## config.mk

```make
export PLATFORM = sky130hd
export DESIGN_NAME = pipe_adder
export DESIGN_NICKNAME = d
export VERILOG_FILES = /design/src/rtl/pipe_adder.sv
export SDC_FILE = /design/constraint.sdc
export NUM_CORES = 1
export LEC_CHECK = 0
export ABC_CLOCK_PERIOD_IN_PS = 2000
export CAP_MARGIN = 30
export CORE_ASPECT_RATIO = 0.9
export CORE_MARGIN = 2
export CORE_UTILIZATION = 43
export DETAILED_ROUTE_END_ITERATION = 6
export PLACE_DENSITY = 0.83
export REMOVE_ABC_BUFFERS = 1
export SETUP_SLACK_MARGIN = 0.1
export SLEW_MARGIN = 20
export SYNTH_ARGS = -nofsm -noshare
export SYNTH_HDL_FRONTEND = slang
export SYNTH_SLANG_ARGS = --single-unit
```

## constraint.sdc

```tcl
create_clock -name clk -period 2 [get_ports clk]
set_clock_uncertainty 0.15 [all_clocks]
set_input_delay 0.4 -clock clk [delete_from_list [all_inputs] [get_ports clk]]
set_output_delay 0.4 -clock clk [all_outputs]
set_load 0.01 [all_outputs]
```

## src/rtl/pipe_adder.sv

```systemverilog
// Segmented pipelined adder/subtractor: the operands are cut into STAGES slices that are
// added LSB-first, one slice per stage, with the carry registered between stages.
module pipe_adder #(
  parameter int WIDTH  = 8,
  parameter int STAGES = 2
) (
  input  logic             clk,
  input  logic             rst_n,
  input  logic             in_valid,
  output logic             in_ready,
  input  logic [WIDTH-1:0] in_a,
  input  logic [WIDTH-1:0] in_b,
  input  logic             in_cin,
  input  logic             in_sub,
  output logic             out_valid,
  input  logic             out_ready,
  output logic [WIDTH-1:0] out_sum,
  output logic             out_cout,
  output logic             out_ovf
);

  localparam int W = WIDTH / STAGES;

  // Per-stage state: operands travel unchanged; the sum fills in one slice per stage.
  logic [WIDTH-1:0]  a_q [STAGES];
  logic [WIDTH-1:0]  b_q [STAGES];
  logic [WIDTH-1:0]  s_q [STAGES];
  logic [STAGES-1:0] c_q;
  logic [STAGES-1:0] v_q;
  logic              ovf_q;

  logic [WIDTH-1:0]  src_a [STAGES];
  logic [WIDTH-1:0]  src_b [STAGES];
  logic [WIDTH-1:0]  src_s [STAGES];
  logic [STAGES-1:0] src_c;
  logic [STAGES-1:0] src_v;
  logic [WIDTH-1:0]  s_d [STAGES];
  logic [STAGES-1:0] c_d;
  logic              ovf_d;
  logic [W:0]        tot;

  assign in_ready  = !(out_valid && !out_ready);
  assign out_valid = v_q[STAGES-1];
  assign out_sum   = s_q[STAGES-1];
  assign out_cout  = c_q[STAGES-1];
  assign out_ovf   = ovf_q;

  always_comb begin
    // Subtract is folded into stage 0 as a + ~b + 1 so later stages only ever add.
    src_a[0] = in_a;
    src_b[0] = in_sub ? ~in_b : in_b;
    src_s[0] = '0;
    src_c[0] = in_sub | in_cin;
    src_v[0] = in_valid;
    for (int unsigned k = 1; k < STAGES; k++) begin
      src_a[k] = a_q[k-1];
      src_b[k] = b_q[k-1];
      src_s[k] = s_q[k-1];
      src_c[k] = c_q[k-1];
      src_v[k] = v_q[k-1];
    end
    tot = '0;
    c_d = '0;
    for (int unsigned k = 0; k < STAGES; k++) begin
      tot = {1'b0, src_a[k][k*W +: W]} + {1'b0, src_b[k][k*W +: W]} + {{W{1'b0}}, src_c[k]};
      s_d[k] = src_s[k];
      s_d[k][k*W +: W] = tot[W-1:0];
      c_d[k] = tot[W];
    end
    // Carry into the MSB recovered from sum ^ a ^ b at that bit.
    ovf_d = c_d[STAGES-1] ^ (s_d[STAGES-1][WIDTH-1] ^ src_a[STAGES-1][WIDTH-1]
                             ^ src_b[STAGES-1][WIDTH-1]);
  end

  always_ff @(posedge clk or negedge rst_n) begin
    if (!rst_n) begin
      v_q   <= '0;
      c_q   <= '0;
      ovf_q <= 1'b0;
      for (int unsigned k = 0; k < STAGES; k++) begin
        a_q[k] <= '0;
        b_q[k] <= '0;
        s_q[k] <= '0;
      end
    end else if (in_ready) begin
      for (int unsigned k = 0; k < STAGES; k++) begin
        v_q[k] <= src_v[k];
        if (src_v[k]) begin
          a_q[k] <= src_a[k];
          b_q[k] <= src_b[k];
          s_q[k] <= s_d[k];
          c_q[k] <= c_d[k];
        end
      end
      if (src_v[STAGES-1]) ovf_q <= ovf_d;
    end
  end

endmodule

```

==> summary.md, run 1 <==
| Metric | Value |
|---|---|
| Die Height | 55.7 um |
| Final instance area | roughly 1800 sq um |
| DIE AREA | around 3400 sq um |
| Drt total wl | between 2 and 2.5 mm |
| Starting DRC count in detailed routing | 16 |
| Final min period | 1.99 ns |
| Hold Violations, Final | 0 |
| Worst skew pair latency | a little over 0.3 ns |
| Reg clk slew, reported paths | 0.14 ns |
| Yosys top cell by area | dfrtp_1 |
| R2R setup slack | roughly 0.011 ns |
| Worst Hold Class | primary input to async pin |
| Sequential area share after synthesis | 0.490 |
| Post-CTS Hold Buffers | 0 |
| Initial antenna violation count | 0 |
| Clk root buf | clkbuf_4 |
| Post-Syn Area per Cell | around 12 sq um |
| Mux contribution to synthesized area | 0.106 |
| Max clock buf depth | 2 |
| Largest cells by area after synthesis | dfrtp_1 49%, mux2_1 7.1%, fa_1 6.3% |
| Share of the synthesized area in the top cell type | 0.490 |
| CTS tree | done |
| Pre-CTS setup slack | -0.752 ns |
| Most frequent cells in the layout | 28 x clkdlybuf4s50_1, 25 x dfrtp_1, 13 x nand2_1 |
| Filler cell count | approximately 250 |
| Max VDD drop | between 0.3 and 0.4 mV |
| Tightest Pin Transition | 0.361 ns |
| Placed wire-length estimate | between 1.5 and 2 mm |
| Area Growth Syn to Fin | 42.4% |
| Cell Rows | 18 |
| Yosys cell types | 23 |
| Largest net degree at the start of global routing | 26 |
| Share of cells above drive strength 1 | 0.258 |
| Worst setup path class | register to register |
| Reg2reg end | out_ovf$_DFFE_PN0P_ |
| Worst setup margin | about 0.011 ns |
| Final setup vio count | 0 |
| Vias in the first global route | 903 |
| Number of H-tree levels | 1 |
| Reg2reg path depth | 8 |
| Relative slew margins | 0.758 |
| P_leak | ~0.83 nW |
| First-pass GRT wire length | roughly 3.9 mm |
| Gr ovfl total | 0 |
| Fin Setup TNS | 0 ns |
| Total iterations of the first detailed-routing run | 4 |
| # diodes | 0 |
| Warnings, synthesis | 0 |
| Vias/cell | between 4 and 5 |
| Multi-input logic area | just under 700 sq um |
| Post-Syn Instances | 106 |
| Final #Nets | 184 |
| Setup crit start kind | register |
| RSZ-0062 raised after global routing | yes |
| Crit. End Element | register |
| Status | complete, no violations |
| Synth Area in Simple Gates | 0.0646 |
| Post-layout util | 0.651 |
| Initial Utilization | 0.457 |
| Crit path DAT | 2.09 ns |
| Detailed-route DRC error count | 0 |
| Post-synthesis compound-gate area fraction | 0.0852 |
| Sink Count | 25 |
| Wire length per cell | between 10 and 15 um |
| Total number of vias | a little under 900 |
| CP max FO | 2 |
| Adder-cell share of the synthesized area | 0.121 |
| Critical R2R Launch | a_q[12]$_DFFE_PN0P_ |
| Post-DP Area | between 1500 and 2000 sq um |
| Die width | approximately 61 um |
| Max-Cap Viols | 0 |
| Achievable frequency | ~500 MHz |
| All-Layer GR Usage | 0.150 |
| Cell Area, Synth | between 1000 and 1500 sq um |
| Final period util | 0.995 |
| Power per Cell Area | slightly above 1000 nW/um^2 |
| Fin. max-slew vios | 0 |
| Main combinational cell family by area after synthesis | adder cells |
| Post-synthesis xor/xnor area fraction | 0.107 |
| Final GP Congestion | 0.720 |
| Routed Antenna Nets | 0 |
| Most common cell after layout, fill and taps aside | clkdlybuf4s50_1 |
| Area of the core | ~2800 sq um |
| I/O Buffers | 33 |
| FF+latch area | approximately 630 sq um |
| Synthesized flop and latch total | 25 |
| IO Pins | 34 |
| Total CTS buffers | 3 |
| Required @ worst endpoint | approximately 2.1 ns |
## cells by family after synthesis
family | Yosys count
buffers and inverters | 8
and+or+nand+nor | 18
muxes | 12
adders and majority gates | 10
AOI/OAI and AO/OA | 19
DFF | 25
xor gates and xnor gates | 14
## metrics by stage
| step | power (mW) | std cells | hold slack, ns |
|---|---|---|---|
| 6_report | 1.86 | 191 | 0.283 |
| 5_1_grt | 2.00 | 191 | 0.300 |
| 4_1_cts | 1.81 | 190 | 0.291 |
| 3_5_place_dp | 1.58 | 185 | 0.313 |
| 3_3_place_gp | 1.53 | 185 | 0.294 |
| 2_1_floorplan | 1.18 | 102 | -0.0456 |
## power breakdown
part	leakage [nW]	total, mW	switching, mW	internal [mW]
clock network	0.0139	0.228	0.152	0.0762
registers	0.299	0.762	0.0933	0.669
logic	0.516	0.872	0.334	0.538
## worst max-delay path by stage
stage               slack, ns                 from                   to  cells past startpoint
detailed placement      -0.75               in_sub   c_q[0]$_DFFE_PN0P_                      7
CTS                     -0.07   c_q[0]$_DFFE_PN0P_  out_ovf$_DFFE_PN0P_                      8
floorplan               -0.14               in_sub   c_q[0]$_DFFE_PN0P_                      6
global placement        -0.66               in_sub   c_q[0]$_DFFE_PN0P_                      7
global route            -0.09  a_q[12]$_DFFE_PN0P_  out_ovf$_DFFE_PN0P_                      8
finish                   0.01  a_q[12]$_DFFE_PN0P_  out_ovf$_DFFE_PN0P_                      8
## routing by layer
| metal | routed length (um) | up-vias | track usage |
|---|---|---|---|
| met2 | 1270 | 24 | 0.281 |
| met1 | 984 | 425 | 0.162 |
| met3 | 108 | 0 | 0.0372 |
| li1 | - | 441 | - |
| met4 | 0 | 0 | 0.0395 |
| met5 | 0 | - | 0 |
## cell usage after synthesis (all sizes together)
| cell type | number |
|---|---|
| a21o | 3 |
| a21oi | 4 |
| buf | 3 |
| clkbuf | 1 |
| dfrtp | 25 |
| fa | 4 |
| ha | 6 |
| inv | 4 |
| mux2 | 12 |
| nand2 | 13 |
| nand2b | 1 |
| nor2 | 2 |
| nor2b | 1 |
| o21a | 1 |
| o21ai | 11 |
| or2 | 1 |
| xnor2 | 6 |
| xnor3 | 1 |
| xor2 | 7 |
## layout make-up
cell class,instances,area share
Multi-Input combinational cell,73,0.371
Sequential cell,25,0.344
Timing Repair Buffer,45,0.232
Tap cell,40,0.0275
Clock buffer,3,0.0124
Inverter,4,0.00825
Clock inverter,1,0.00413
## state kept, by name (all words and copies together), names as in the netlist
| signal | flops |
|---|---|
| out_sum | 8 |
| a_q | 4 |
| b_q | 4 |
| s_d | 4 |
| c_q | 2 |
| v_q | 2 |
| out_ovf | 1 |
## worst max-delay path: stages, from the launching register on
cell     delay [ns]
dfrtp_1        0.43
fa_2           0.41
inv_2          0.07
fa_2           0.19
nor2b_1        0.05
o21a_1         0.20
nor2_4         0.10
xnor3_1        0.21
o21ai_1        0.11
## timing repair
item	in CTS	in global routing
cloned	0	0
setup buffers	1	1
setup endpoints to repair	6	4
pin swaps	8	11
resized for setup	18	12
Note: power is estimated with default switching activity, not from simulation.
==> run 2, diff against run 1 <==
--- a/config.mk
+++ b/config.mk
@@ -5,13 +5,13 @@
 export SDC_FILE = /design/constraint.sdc
 export NUM_CORES = 1
 export LEC_CHECK = 0
-export ABC_CLOCK_PERIOD_IN_PS = 2000
+export ABC_CLOCK_PERIOD_IN_PS = 1850
 export CAP_MARGIN = 30
 export CORE_ASPECT_RATIO = 0.9
-export CORE_MARGIN = 2
-export CORE_UTILIZATION = 43
+export CORE_MARGIN = 5
+export CORE_UTILIZATION = 47
 export DETAILED_ROUTE_END_ITERATION = 6
-export PLACE_DENSITY = 0.83
+export PLACE_DENSITY = 0.86
 export REMOVE_ABC_BUFFERS = 1
 export SETUP_SLACK_MARGIN = 0.1
 export SLEW_MARGIN = 20
==> constraint.sdc (replaced) <==
create_clock -name clk -period 1.85 [get_ports clk]
set_clock_uncertainty 0.15 [all_clocks]
set_input_delay 0.37 -clock clk [delete_from_list [all_inputs] [get_ports clk]]
set_output_delay 0.37 -clock clk [all_outputs]
set_load 0.01 [all_outputs]
==> run 2 against run 1 <==
Effect of this change:
- the flow now finishes with violations (setup timing)
- first-iteration DRC count is 31% higher
- setup slack got worse by 0.20 ns
- clock power is 9.6% higher
- die area rose by 13%
- clock-buffer cell count unchanged
- sequential share of layout area is 0.33 points higher
- highest routed layer is now met4
==> summary.md, run 2 (synthesis results as in run 1) <==
| Metric | Value |
|---|---|
| Status | complete, but fails checks (was complete, no violations) |
| Failing checks | setup timing |
| CP delay by family, top | compound AO/OA/AOI/OAI gates (was adder cells) |
| IO Pins | 34 (unchanged) |
| Post-layout util | 0.672 (was 0.651) |
| Worst setup path class | register to register (unchanged) |
| Filler cell count | 199 (was 249) |
| Final GP Congestion | 0.759 (was 0.720) |
| Wire length per cell | 14.4 um (was 12.4 um) |
| DIE AREA | 3860 sq um (was 3420 sq um) |
| Final setup vio count | 2 (was 0) |
| Worst-path cell chain | fa_2 > a21o_1 > a21oi_2 > xnor2_2 > xnor3_1 > o21ai_1 (was fa_2 > inv_2 > fa_2 > nor2b_1 > o21a_1 > nor2_4 > xnor3_1 > o21ai_1) |
| Reg clk slew, reported paths | 0.14 ns (about the same) |
| First-pass GRT wire length | 4.03 mm (was 3.85 mm) |
| Hold Violations, Final | 0 (unchanged) |
| Detailed-route DRC error count | 0 (unchanged) |
| Most common cell after layout, fill and taps aside | dfrtp_1 (was clkdlybuf4s50_1) |
| All-Layer GR Usage | 0.143 (was 0.150) |
| Power per Cell Area | 1090 nW/um^2 (was 1020 nW/um^2) |
| Starting DRC count in detailed routing | 21 (was 16) |
| Gr ovfl total | 0 (unchanged) |
| Worst setup margin | -0.187 ns (was 0.0108 ns) |
| Crit. End Element | register (unchanged) |
| Multi-input logic area | 664 sq um (was 676 sq um) |
| Most frequent cells in the layout | 25 x dfrtp_1, 16 x clkdlybuf4s50_1, 13 x nand2_1 (was 28 x clkdlybuf4s50_1, 25 x dfrtp_1, 13 x nand2_1) |
| Initial antenna violation count | 0 (unchanged) |
| Vias in the first global route | 932 (was 903) |
| Sink Count | 25 (unchanged) |
| Clk root buf | clkbuf_4 (unchanged) |
| Slowest-stage cell, CP | dfrtp_1 (unchanged) |
| Setup crit start kind | register (unchanged) |
| Initial Utilization | 0.477 (was 0.457) |
| Max-Cap Viols | 0 (unchanged) |
| Critical R2R Launch | a_q[12]$_DFFE_PN0P_ (unchanged) |
| FF+latch area | 626 sq um (unchanged) |
| Drt total wl | 2.60 mm (was 2.36 mm) |
| Placed cells | 175 (was 185) |
| Routed Antenna Nets | 0 (unchanged) |
| I/O Buffers | 33 (unchanged) |
| Max clock buf depth | 2 (unchanged) |
| CP max FO | 2 (unchanged) |
| Max FFs per register | 8 (unchanged) |
| Fin. max-slew vios | 0 (unchanged) |
| Number of H-tree levels | 1 (unchanged) |
| Total number of vias | 915 (was 890) |
| Placed wire-length estimate | 2.01 mm (was 1.85 mm) |
| CTS tree | done (unchanged) |
| Fin cells | 181 (was 191) |
| Die width | 65.0 um (was 61.5 um) |
| Max VDD drop | 0.514 mV (was 0.375 mV) |
| Achievable frequency | 491 MHz (was 503 MHz) |
| Final min period | 2.04 ns (was 1.99 ns) |
| Area of the core | 2680 sq um (was 2790 sq um) |
| Reg2reg path depth | 6 (was 8) |
| Worst Hold Class | primary input to async pin (unchanged) |
| Die Height | 59.5 um (was 55.7 um) |
| Total CTS buffers | 3 (unchanged) |
| Largest net degree at the start of global routing | 26 (unchanged) |
| # diodes | 0 (unchanged) |
| Area Growth Syn to Fin | 41.0% (was 42.4%) |
| Tightest Pin Transition | 0.330 ns (was 0.361 ns) |
| Crit path DAT | 2.15 ns (was 2.09 ns) |
| RSZ-0062 raised after global routing | yes (unchanged) |
| CP max stage delay | 0.43 ns (about the same) |
| R2R setup slack | -0.19 ns (was 0.01 ns) |
| Relative slew margins | 0.780 (was 0.758) |
| Reg2reg end | out_ovf$_DFFE_PN0P_ (unchanged) |
| Cell Rows | 18 (unchanged) |
| Required @ worst endpoint | 1.96 ns (was 2.10 ns) |
| Total iterations of the first detailed-routing run | 4 (unchanged) |
| P_leak | 0.876 nW (was 0.829 nW) |
| Share of cells above drive strength 1 | 0.245 (was 0.258) |
| Worst skew pair latency | 0.32 ns (was 0.31 ns) |
| CP bufs+invs | 0 (was 1) |
| Final period util | 1.10 (was 0.995) |
| Final #Nets | 184 (unchanged) |
| Vias/cell | 5.06 (was 4.66) |
-- run 2: worst max-delay path by stage --
stage	from	to	slack, ns	cells after the start
after CTS	c_q[0]$_DFFE_PN0P_	out_ovf$_DFFE_PN0P_	-0.25	8
after detailed placement	in_sub	c_q[0]$_DFFE_PN0P_	-0.87	7
after global routing	a_q[12]$_DFFE_PN0P_	out_ovf$_DFFE_PN0P_	-0.27	6
final	a_q[12]$_DFFE_PN0P_	out_ovf$_DFFE_PN0P_	-0.19	6
after global placement	in_sub	c_q[0]$_DFFE_PN0P_	-0.75	7
after floorplan	in_sub	c_q[0]$_DFFE_PN0P_	-0.26	6
-- run 2: power breakdown --
group / total [mW] / internal, mW / switching [mW]
combinational: 0.900 / 0.529 / 0.371
sequential: 0.817 / 0.723 / 0.0945
clock: 0.250 / 0.0810 / 0.169
total: 1.97 / 1.33 / 0.635
-- run 2: cell type report --
| type | count | area share |
|---|---|---|
| Timing Repair Buffer | 45 | 0.240 |
| Sequential cell | 25 | 0.347 |
| Multi-Input combinational cell | 73 | 0.369 |
| Clock buffer | 3 | 0.0125 |
| Tap cell | 30 | 0.0208 |
| Inverter | 4 | 0.00833 |
| Clock inverter | 1 | 0.00278 |
-- run 2: repair_timing --
action	4_1_cts	5_1_grt
endpoints found under the setup margin	18	10
resized for setup	41	5
setup buffers	0	2
hold buffers	0	0
pin swaps	13	9
-- run 2: stage by stage --
stage	worst slack (ns)	hold slack [ns]	total power, mW	cell area (sq um)	setup TNS, ns
after floorplan	-0.263	-0.0756	1.28	1260	-0.720
after global placement	-0.754	0.303	1.66	1710	-4.42
after detailed placement	-0.869	0.315	1.71	1710	-4.98
after CTS	-0.246	0.240	1.94	1780	-0.246
after global routing	-0.268	0.261	2.09	1800	-0.439
final	-0.187	0.236	1.97	1800	-0.291
-- run 2: routing by layer --
metal,up-vias,global-route usage,part of all wire
met3,6,0.0323,0.056
met5,-,0,0
met4,0,0.0753,0.022
met1,438,0.147,0.38
met2,29,0.270,0.54
li1,442,-,-
